<file path="config.mk">
export PLATFORM = sky130hd
export DESIGN_NAME = seg7_scan_driver
export DESIGN_NICKNAME = d
export VERILOG_FILES = /design/src/rtl/seg7_scan_driver.sv
export SDC_FILE = /design/constraint.sdc
export NUM_CORES = 1
export LEC_CHECK = 0
export CORE_MARGIN = 1.5
export CORE_UTILIZATION = 45
export CTS_CLUSTER_SIZE = 30
export DETAILED_ROUTE_END_ITERATION = 12
export PLACE_DENSITY_LB_ADDON = 0.08
export SLEW_MARGIN = 0
export SYNTH_ARGS = -nofsm -noshare
export SYNTH_HDL_FRONTEND = slang
export SYNTH_SLANG_ARGS = --single-unit
</file>
<file path="constraint.sdc">
create_clock -name clk -period 6.7 [get_ports clk]
set_input_delay 0.67 -clock clk [delete_from_list [all_inputs] [get_ports clk]]
set_output_delay 0.67 -clock clk [all_outputs]
set_load 0.05 [all_outputs]
</file>
<file path="src/rtl/seg7_scan_driver.sv">
// seg7_scan_driver
//   Time-multiplexed driver for an N-digit common-anode seven-segment display.
//   It lights one digit per refresh slot and decodes hex 0-F. It supports
//   per-digit enables, decimal points and optional leading-zero blanking.
//   Display data is double-buffered, so a load only takes effect at a frame
//   boundary.
//
// Ports:
//   clk        system clock
//   reset      synchronous, active-high reset
//   load       one-cycle strobe; captures value / dp_in / digit_en
//   value      hex nibbles, digit i = value[4i+3:4i], digit 0 rightmost
//   dp_in      decimal point request per digit (1 = lit)
//   digit_en   per-digit enable (0 = digit dark)
//   lz_en      leading-zero blanking enable (live, not buffered)
//   an         anode selects, active-low
//   a2g        segments {a,b,c,d,e,f,g}, active-low
//   dp         decimal point segment, active-low
//   frame_tick one-cycle pulse with the first output of each new frame
module seg7_scan_driver #(
  parameter int NUM_DIGITS  = 8,
  parameter int REFRESH_DIV = 100000
) (
  input  logic                    clk,
  input  logic                    reset,
  input  logic                    load,
  input  logic [4*NUM_DIGITS-1:0] value,
  input  logic [NUM_DIGITS-1:0]   dp_in,
  input  logic [NUM_DIGITS-1:0]   digit_en,
  input  logic                    lz_en,
  output logic [NUM_DIGITS-1:0]   an,
  output logic [6:0]              a2g,
  output logic                    dp,
  output logic                    frame_tick
);

  localparam int IW = (NUM_DIGITS > 1) ? $clog2(NUM_DIGITS) : 1;
  localparam int CW = (REFRESH_DIV > 1) ? $clog2(REFRESH_DIV) : 1;
  localparam int VW = 4 * NUM_DIGITS;

  logic [CW-1:0]         cnt;
  logic [IW-1:0]         idx;
  logic                  wrap;
  logic                  wrap_q;

  logic [VW-1:0]         act_val, pend_val;
  logic [NUM_DIGITS-1:0] act_dp, pend_dp;
  logic [NUM_DIGITS-1:0] act_en, pend_en;
  logic                  pend_valid;

  logic [NUM_DIGITS-1:0] an_next;
  logic [6:0]            a2g_next;
  logic                  dp_next;
  logic [3:0]            nibble;
  logic [VW-1:0]         upper;
  logic                  lz_blank;

  function automatic logic [6:0] seg_decode(input logic [3:0] n);
    case (n)
      4'h0: seg_decode = 7'b0000001;
      4'h1: seg_decode = 7'b1001111;
      4'h2: seg_decode = 7'b0010010;
      4'h3: seg_decode = 7'b0000110;
      4'h4: seg_decode = 7'b1001100;
      4'h5: seg_decode = 7'b0100100;
      4'h6: seg_decode = 7'b0100000;
      4'h7: seg_decode = 7'b0001111;
      4'h8: seg_decode = 7'b0000000;
      4'h9: seg_decode = 7'b0000100;
      4'hA: seg_decode = 7'b0001000;
      4'hB: seg_decode = 7'b1100000;
      4'hC: seg_decode = 7'b0110001;
      4'hD: seg_decode = 7'b1000010;
      4'hE: seg_decode = 7'b0110000;
      default: seg_decode = 7'b0111000;
    endcase
  endfunction

  // The frame ends on the last cycle of the last digit's slot.
  assign wrap = (cnt == CW'(REFRESH_DIV - 1)) && (idx == IW'(NUM_DIGITS - 1));

  // Divider and scan index
  always_ff @(posedge clk) begin
    if (reset) begin
      cnt    <= '0;
      idx    <= '0;
      wrap_q <= 1'b0;
    end else begin
      wrap_q <= wrap;
      if (cnt == CW'(REFRESH_DIV - 1)) begin
        cnt <= '0;
        idx <= (idx == IW'(NUM_DIGITS - 1)) ? '0 : idx + IW'(1);
      end else begin
        cnt <= cnt + CW'(1);
      end
    end
  end

  // Double buffer. A load that coincides with a wrap goes straight to the
  // active buffer, so it cannot be lost behind a stale pending copy.
  always_ff @(posedge clk) begin
    if (reset) begin
      act_val    <= '0;
      act_dp     <= '0;
      act_en     <= '0;
      pend_val   <= '0;
      pend_dp    <= '0;
      pend_en    <= '0;
      pend_valid <= 1'b0;
    end else if (load && wrap) begin
      act_val    <= value;
      act_dp     <= dp_in;
      act_en     <= digit_en;
      pend_valid <= 1'b0;
    end else if (load) begin
      pend_val   <= value;
      pend_dp    <= dp_in;
      pend_en    <= digit_en;
      pend_valid <= 1'b1;
    end else if (wrap && pend_valid) begin
      act_val    <= pend_val;
      act_dp     <= pend_dp;
      act_en     <= pend_en;
      pend_valid <= 1'b0;
    end
  end

  // Segment/anode generation for the current index
  always_comb begin
    an_next  = '1;
    a2g_next = 7'b1111111;
    dp_next  = 1'b1;
    nibble   = act_val[4*idx +: 4];
    upper    = act_val >> (4 * idx);
    // A digit is a leading zero when it and every higher nibble are zero.
    lz_blank = lz_en && (idx != '0) && (upper == '0);
    if (act_en[idx]) begin
      an_next[idx] = 1'b0;
      dp_next      = ~act_dp[idx];
      if (!lz_blank)
        a2g_next = seg_decode(nibble);
    end
  end

  always_ff @(posedge clk) begin
    if (reset) begin
      an         <= '1;
      a2g        <= 7'b1111111;
      dp         <= 1'b1;
      frame_tick <= 1'b0;
    end else begin
      an         <= an_next;
      a2g        <= a2g_next;
      dp         <= dp_next;
      frame_tick <= wrap_q;
    end
  end

endmodule

</file>
==> flow_summary.yaml, run 1 <==
final_layout:
  post-route-cell-area_um2: 7485
  final_common_cell: "dfxtp_1"
  final_net_count: 766
  diodes: 0
  nFillCells: 1227
  final_cell_mix: "135 x dfxtp_1, 119 x nor2_1, 67 x clkdlybuf4s50_1"
  area_growth_pct: 20.41
  layout-drive-gt1-share: 0.08496
  stdcell_count: 894
timing:
  fin_worst_skew_ps: 8.028
  setup_viol: 0
  slew_viol_final: 0
  fmax_mhz: 281.2
  worst_slack_ps: 3144
  hold_viol_final: 0
  rsz0062_at_grt: "false"
  fin_setup_tns_ps: 0
  period_share: 0.5308
  min_period_ps: 3556
  worst_pin_slew_ps: 1068
  worst_hold_slack_ps: 464.4
  max_slew_margin: 0.2673
clocking:
  cts_inserted_buffers: 17
  clk_latency_ps: 430
  cts_root_buf: "clkbuf_16"
  cts_buffer_depth: 2
  hold_buffers: 0
  cts-htree-levels: 4
  cts_sinks: 135
  cts_tree: "yes"
  clk_pin_slew_worst_paths_ps: 60
  cts_resized: 0
  cts_setup_buffers: 0
route:
  vias: 5024
  routed_wirelength_um: 14470
  ant_nets: 0
  first_pass_iters: 5
  met3_length_um: 628
  wire_per_inst_um: 16.18
  drt-met1-wl_um: 6817
  top_layer_used: "met4"
  routed_via_density: 5.620
  drc: 0
  wl_met2_um: 6592
  drt-initial-drc-count: 292
synth:
  synth.area.top_cells: "dfxtp_1 43%, mux2i_1 9.2%, nor2_1 7.2%, a221oi_1 5.5%, o22ai_1 3.9%"
  yosysUniqueCellTypes: 54
  async_reset_ff_frac: 0
  synth_edf_count: 0
  ys.flop_type: "dfxtp_1"
  syn_avg_cell_area_um2: 9.319
  yosys.area.top_type: "dfxtp_1"
  synth_seq_area_share: 0.4348
  yosysWarnings: 0
  ys_seq_elements: 135
  netlist.area_leader.share: 0.4348
  synth_nets: 728
  synth_area_um2: 6216
  syn_inst: 667
power:
  total_leakage_power_uw: 0.002857
  power_density_nw_per_um2: 250.4
  ir_drop_v: 0.0001523
placed_design:
  gp_congestion: 0.8118
  pre_cts_ws_ps: 3215
  io_buffer_count: 68
  place_area_um2: 6899
  dp_cells: 862
  hpwl_um: 9495
setup_path:
  slowest_stage: "dfxtp_1"
  slowest_delay_ps: 1000
  startpoint: "idx[1]$_SDFFE_PP0P_"
  start_kind: "flop"
  path_buf_inv: 2
  required_ps: 6970
  worstPathCellList: "ha_1, ha_1, inv_1, o31ai_4, buf_4, mux2i_1, nor2_1"
  critPathMaxFanout: 48
  path_common_cell: "ha_1"
  r2r_slack_ps: 3140
  end_kind: "flop"
  crit_type: "reg2reg"
  crit_arrival_ps: 3830
  reg2reg_from: "idx[1]$_SDFFE_PP0P_"
  crit_family: "flip-flops"
grt:
  antenna_found_initial: 0
  grt_pass1_vias: 4762
  overflow: 0
  grt_pass1_wl_um: 23670
  grt_max_degree: 54
  gr-usage-all-layers: 0.2071
worst_hold_path:
  hp-start: "wrap_q$_SDFF_PP0_"
  hp-class: "reg2reg"
die:
  dieArea_um2: 14530
  start_util: 0.4657
  rows: 42
  core-area_um2: 13350
  die_h_um: 120.5
  pin_count: 69
  die_w_um: 120.5
flow_run:
  maxCapViolations: 0
outcome:
  outcome: "finished clean"
==> cell type report <==
class	count	area (µm²)	area share
inverters	48	180.2	0.02407
well taps	176	220.2	0.02942
multi-input cells	428	3068	0.4099
repair buffers	75	728.2	0.09729
clock buffers	23	488.0	0.06520
flip-flops and latches	135	2703	0.3611
clock inverters	9	97.59	0.01304
==> logic make-up (layout without fill, tap and decap cells) <==
group / after synthesis / in the layout / synth area share
AO/OA/AOI/OAI: 118 / 118 / 0.1433
XOR/XNOR: 16 / 16 / 0.02255
multiplexers: 72 / 72 / 0.1425
adder cells (fa/ha/maj): 9 / 9 / 0.01812
buffers and inverters: 104 / 155 / 0.07488
flip-flops: 135 / 135 / 0.4348
AND/OR/NAND/NOR: 213 / 213 / 0.1638
==> per-stage QoR <==
stage / total power [µW] / util
after global placement: 971.3 / 0.5169
after CTS: 1889 / 0.5607
final: 1874 / 0.5607
after detailed placement: 974.1 / 0.5169
after global routing: 1943 / 0.5607
after floorplan: 923.0 / -
==> final timing paths <==
check | end | cells after the start
max | pend_en[1]$_SDFFE_PP0P_ | 7
min | frame_tick$_SDFF_PP0_ | 1
max reg2reg | pend_en[1]$_SDFFE_PP0P_ | 7
min reg2reg | frame_tick$_SDFF_PP0_ | 1
==> cell usage after synthesis (7+ instances only) <==
| cell type | n |
|---|---|
| nand3_1 | 9 |
| ha_1 | 9 |
| a21oi_1 | 7 |
| a221oi_1 | 39 |
| o22ai_1 | 39 |
| nand2_1 | 16 |
| mux2i_1 | 57 |
| clkbuf_1 | 33 |
| dfxtp_1 | 135 |
| and3_1 | 7 |
| a41oi_1 | 10 |
| o211ai_1 | 8 |
| nor2b_1 | 12 |
| inv_1 | 47 |
| buf_2 | 9 |
| xnor2_1 | 7 |
| nor3_1 | 10 |
| nor4_1 | 15 |
| mux4_2 | 10 |
| nor2_1 | 119 |
| xor2_1 | 9 |
| nand4_1 | 7 |
==> state kept, by name (all words and copies together) (netlist names) <==
| register | flops |
|---|---|
| frame_tick | 1 |
| act_en | 8 |
| act_val | 32 |
| act_dp | 8 |
| pend_dp | 8 |
| cnt | 17 |
| a2g | 7 |
| wrap_q | 1 |
| pend_val | 32 |
| pend_valid | 1 |
| idx | 3 |
| pend_en | 8 |
| an | 8 |
| dp | 1 |
==> per-layer routing <==
layer	vias to the layer above	track usage
li1	2486	-
met1	2374	0.2729
met2	129	0.3143
met3	35	0.04434
met4	0	0.1184
met5	-	0
==> power breakdown <==
group | switching, µW | leakage [µW] | internal (µW)
sequential | 12.5 | 0.00110 | 823
combinational | 60.3 | 0.00147 | 62.3
clock | 334 | 0.000292 | 582
Note: power is estimated with default switching activity, not from simulation.
==> run 2: changes to the inputs <==
Clock period 6.7 ns to 3.4 ns, I/O delays scaled along.
==> flow_summary.yaml, run 2 (synthesized netlist as in run 1, its figures left out) <==
clocking:
  clk_pin_slew_worst_paths_ps: 60
  clk_latency_ps: 430
  cts_root_buf: "clkbuf_16"
  cts-htree-levels: 4
  cts_inserted_buffers: 17
  cts_resized: 0
  cts_sinks: 135
  cts_buffer_depth: 2
  cts_tree: "yes"
  hold_buffers: 0
  cts_setup_buffers: 0
timing:
  worst_pin_slew_ps: 867.4
  hold_viol_final: 0
  slew_viol_final: 0
  max_slew_margin: 0.4217
  fin_worst_skew_ps: 7.256
  worst_slack_ps: 478.4
  fmax_mhz: 342.3
  period_share: 0.8593
  setup_viol: 0
  rsz0062_at_grt: "false"
  min_period_ps: 2922
  fin_setup_tns_ps: 0
power:
  total_leakage_power_uw: 0.002912
  power.total_uw: 3773
  power_density_nw_per_um2: 496.5
  ir_drop_v: 0.0004042
final_layout:
  final_common_cell: "dfxtp_1"
  nFillCells: 1222
  layout-drive-gt1-share: 0.1015
  postLayoutCoreUtil: 0.5694
  final_cell_mix: "135 x dfxtp_1, 119 x nor2_1, 67 x clkdlybuf4s50_1"
  final_net_count: 778
  area_growth_pct: 22.26
  reg_top3: "act_val: 32 flops, pend_val: 32 flops, cnt: 17 flops"
  ff_latch_area_um2: 2703
  multi_input_area_um2: 3060
  post-route-cell-area_um2: 7600
  diodes: 0
route:
  drc: 0
  drt-initial-drc-count: 463
  first_pass_iters: 5
  wire_per_inst_um: 16.59
  routed_wirelength_um: 15020
  ant_nets: 0
  routed_via_density: 5.641
  vias: 5105
setup_path:
  required_ps: 3740
  end_kind: "flop"
  worstPathCellList: "buf_4, mux4_2, mux2i_1, ha_1, nand2_1, a2111o_1, a311oi_2, nand4_2, o211ai_1"
  crit_arrival_ps: 3270
  slowest_stage: "mux4_2"
  crit_type: "reg2reg"
  start_kind: "flop"
  slowest_delay_ps: 510
  critPathMaxFanout: 10
outcome:
  outcome: "finished clean"
grt:
  grt_pass1_wl_um: 24650
  overflow: 0
  grt_pass1_vias: 4915
  grt_max_degree: 52
  gr-usage-all-layers: 0.2173
  antenna_found_initial: 0
die:
  rows: 42
  pin_count: 69
  die_h_um: 120.5
  core-area_um2: 13350
  start_util: 0.4657
  dieArea_um2: 14530
  die_w_um: 120.5
placed_design:
  place_area_um2: 6994
  pre_cts_ws_ps: 499.7
  io_buffer_count: 68
  gp_congestion: 0.8735
  hpwl_um: 10140
flow_run:
  maxCapViolations: 0
worst_hold_path:
  hp-class: "in2reg"
## run 2: changes by cell type in the layout (fill, tap and decap cells not counted)
cell        delta
buf_4         +11
clkinv_2       -3
clkinvlp_4     +3
clkbuf_1       -2
clkbuf_8       -2
clkinv_4       +2
buf_12         +1
bufinv_16      +1
o21ai_2        +1
o21ai_4        -1
## run 2: final cells by class
| type | count | area share |
|---|---|---|
| clock buffers | 19 | 0.05960 |
| clock inverters | 12 | 0.02009 |
| inverters | 48 | 0.02371 |
| multi-input cells | 428 | 0.4027 |
| flip-flops and latches | 135 | 0.3556 |
| well taps | 176 | 0.02898 |
| repair buffers | 87 | 0.1093 |
## run 2: stage by stage
stage,cells,hold WS (ps)
finish,905,301.5
global placement,874,446.5
floorplan,667,413.8
global route,905,308.3
detailed placement,874,455.1
CTS,905,293.3
## run 2: power by group
part	internal, µW	switching [µW]
registers	1620	23.9
clock network	1180	698
logic	127	121
total	2930	843
## run 2: metal layers
layer | up-vias | global-route usage | wire length, µm
met5 | - | 0 | 0
met4 | 0 | 0.1029 | 302
met3 | 24 | 0.04858 | 717
met2 | 120 | 0.3409 | 7075
met1 | 2454 | 0.2843 | 6921
li1 | 2507 | - | -
## run 2: path summary, 6_finish.rpt
| path | startpoint | to | slack [ps] | cells after the start |
|---|---|---|---|---|
| worst max register to register | idx[0]$_SDFFE_PP0P_ | a2g[1]$_SDFF_PP1_ | 480 | 9 |
| worst min-delay path | reset | pend_val[30]$_SDFFE_PP0P_ | 300 | 2 |
| worst max-delay path | idx[0]$_SDFFE_PP0P_ | a2g[1]$_SDFF_PP1_ | 480 | 9 |
| worst min register to register | wrap_q$_SDFF_PP0_ | frame_tick$_SDFF_PP0_ | 460 | 1 |
## run 2: critical path, delay by kind of cell, from the launching register on
family | cells | cell delay [ps]
compound gates | 3 | 840
mux | 2 | 710
simple gates | 2 | 320
flops | 1 | 490
fa+ha+maj | 1 | 240
buf+inv | 1 | 260
==> run 3: changes to the inputs <==
Settings changed: ABC_AREA set to 1, GPL_TIMING_DRIVEN set to 0.
==> flow_summary.yaml, run 3 <==
clocking:
  cts-htree-levels: 4
  cts_sinks: 135
  cts_buffer_depth: 2
  cts_inserted_buffers: 17
  clk_pin_slew_worst_paths_ps: 60
  clk_latency_ps: 420
  hold_buffers: 0
  cts_resized: 0
  cts_setup_buffers: 0
  cts_tree: "yes"
  cts_root_buf: "clkbuf_16"
timing:
  fmax_mhz: 352.0
  worst_hold_slack_ps: 417.5
  slew_viol_final: 0
  max_slew_margin: 0.5956
  rsz0062_at_grt: "false"
  worst_pin_slew_ps: 606.6
  setup_viol: 0
  period_share: 0.8357
  fin_worst_skew_ps: 10.40
  fin_setup_tns_ps: 0
  hold_viol_final: 0
  worst_slack_ps: 558.7
  min_period_ps: 2841
setup_path:
  start_kind: "flop"
  critPathMaxFanout: 10
  worstPathCellList: "buf_2, inv_2, buf_2, nand2_1, nand3_1, nand3_1, inv_1, nor2_1, ha_1, nand2_1, a21oi_1, nand3_1, nor2_1, nand2_1, nor2_1, nand3_1, nand3_1"
  crit_arrival_ps: 3190
  slowest_stage: "dfxtp_1"
  path_common_cell: "nand3_1"
  crit_type: "reg2reg"
  required_ps: 3750
  end_kind: "flop"
  slowest_delay_ps: 330
placed_design:
  pre_cts_ws_ps: 646.8
  io_buffer_count: 68
  hpwl_um: 13030
  gp_congestion: 0.9565
  place_area_um2: 7750
synth:
  yosys-top-cells-count: "341 x nand2_1, 135 x dfxtp_1, 123 x inv_1"
  synth_edf_count: 0
  yosys.area.top_type: "dfxtp_1"
  synth_seq_area_share: 0.3952
  yosysUniqueCellTypes: 33
  synth_nets: 1091
  async_reset_ff_frac: 0
  ys.flop_type: "dfxtp_1"
  yosysWarnings: 0
  synth.area.top_cells: "dfxtp_1 40%, nand2_1 19%, inv_1 6.8%, a21oi_1 6.4%, or2_2 4.7%"
  synth_most_common_cell: "nand2_1"
  netlist.area_leader.share: 0.3952
  ys_seq_elements: 135
  syn_inst: 1030
  syn_avg_cell_area_um2: 6.640
  synth_area_um2: 6839
route:
  first_pass_iters: 5
  top_layer_used: "met4"
  wl_met2_um: 7991
  drc: 0
  ant_nets: 0
  drt-initial-drc-count: 392
  vias: 6468
  wire_per_inst_um: 13.49
  drt-met1-wl_um: 8495
  routed_via_density: 4.922
  met3_length_um: 742
  routed_wirelength_um: 17720
final_layout:
  ff_latch_area_um2: 2703
  multi_input_area_um2: 3373
  post-route-cell-area_um2: 8366
  nFillCells: 1472
  final_net_count: 1178
  reg_top3: "act_val: 32 flops, pend_val: 32 flops, cnt: 17 flops"
  diodes: 0
  final_cell_mix: "341 x nand2_1, 135 x dfxtp_1, 123 x inv_1"
  postLayoutCoreUtil: 0.5691
  final_common_cell: "nand2_1"
  layout-drive-gt1-share: 0.1319
  area_growth_pct: 22.32
grt:
  grt_max_degree: 17
  gr-usage-all-layers: 0.2328
  overflow: 0
  grt_pass1_vias: 5961
  antenna_found_initial: 0
  grt_pass1_wl_um: 29190
power:
  total_leakage_power_uw: 0.003929
  ir_drop_v: 0.0003550
  power_density_nw_per_um2: 454.6
die:
  dieArea_um2: 15950
  rows: 44
  die_w_um: 126.3
  core-area_um2: 14700
  pin_count: 69
  die_h_um: 126.3
  start_util: 0.4653
flow_run:
  maxCapViolations: 0
outcome:
  outcome: "finished clean"
worst_hold_path:
  hp-class: "reg2reg"
-- run 3: changes by cell type after synthesis, sizes merged, moves of 17 or more --
cell	change
a21oi	+101
clkbuf	-17
a221oi	-38
inv	+81
nand3	+50
o21ai	+60
or2	+50
mux2i	-57
nor2	-71
nand2	+327
o22ai	-37
-- run 3: final timing paths --
path / from / slack [ps] / end / cells after the start
max reg2reg: idx[0]$_SDFFE_PP0P_ / 560 / a2g[1]$_SDFF_PP1_ / 17
max: idx[0]$_SDFFE_PP0P_ / 560 / a2g[1]$_SDFF_PP1_ / 17
min reg2reg: wrap_q$_SDFF_PP0_ / 420 / frame_tick$_SDFF_PP0_ / 2
min: wrap_q$_SDFF_PP0_ / 420 / frame_tick$_SDFF_PP0_ / 2
-- run 3: power by group --
part,internal (µW),switching (µW),leakage (µW)
logic,120,134,0.00253
registers,1630,11.1,0.00110
clock network,1210,697,0.000297
total,2960,843,0.00393
-- run 3: routing by layer --
layer	GRT usage	up-vias
met5	0	-
met4	0.09263	0
met3	0.05140	32
met2	0.3736	131
met1	0.3053	2913
li1	-	3392
-- run 3: layout make-up --
type / instances / area share
timing repair buffer: 68 / 0.08136
clock inverter: 10 / 0.01690
multi-input combinational: 714 / 0.4032
clock buffer: 22 / 0.05669
tap: 184 / 0.02752
sequential: 135 / 0.3231
inverter: 130 / 0.05833
buffer: 51 / 0.03290
-- run 3: cell families after synthesis --
kind of cell	Yosys count	share of synthesized area
AOI/OAI and AO/OA	178	0.1443
xor gates and xnor gates	6	0.007684
and+or+nand+nor	521	0.3247
buffers and inverters	181	0.1116
adders and majority gates	9	0.01647
DFF	135	0.3952
-- run 3: worst max-delay path: cells and delay by family, from the launching register on --
kind                     cells  cell delay, ps
AND/OR/NAND/NOR             11            1470
buffers and inverters        4             580
flip-flops                   1             330
adder cells (fa/ha/maj)      1             250
AO/OA/AOI/OAI                1             130
-- run 3: metrics by stage --
step           std cells  power, µW
2_1_floorplan       1030       1817
3_3_place_gp        1282       1922
3_5_place_dp        1282       1926
4_1_cts             1314       3832
5_1_grt             1314       3945
6_report            1314       3803
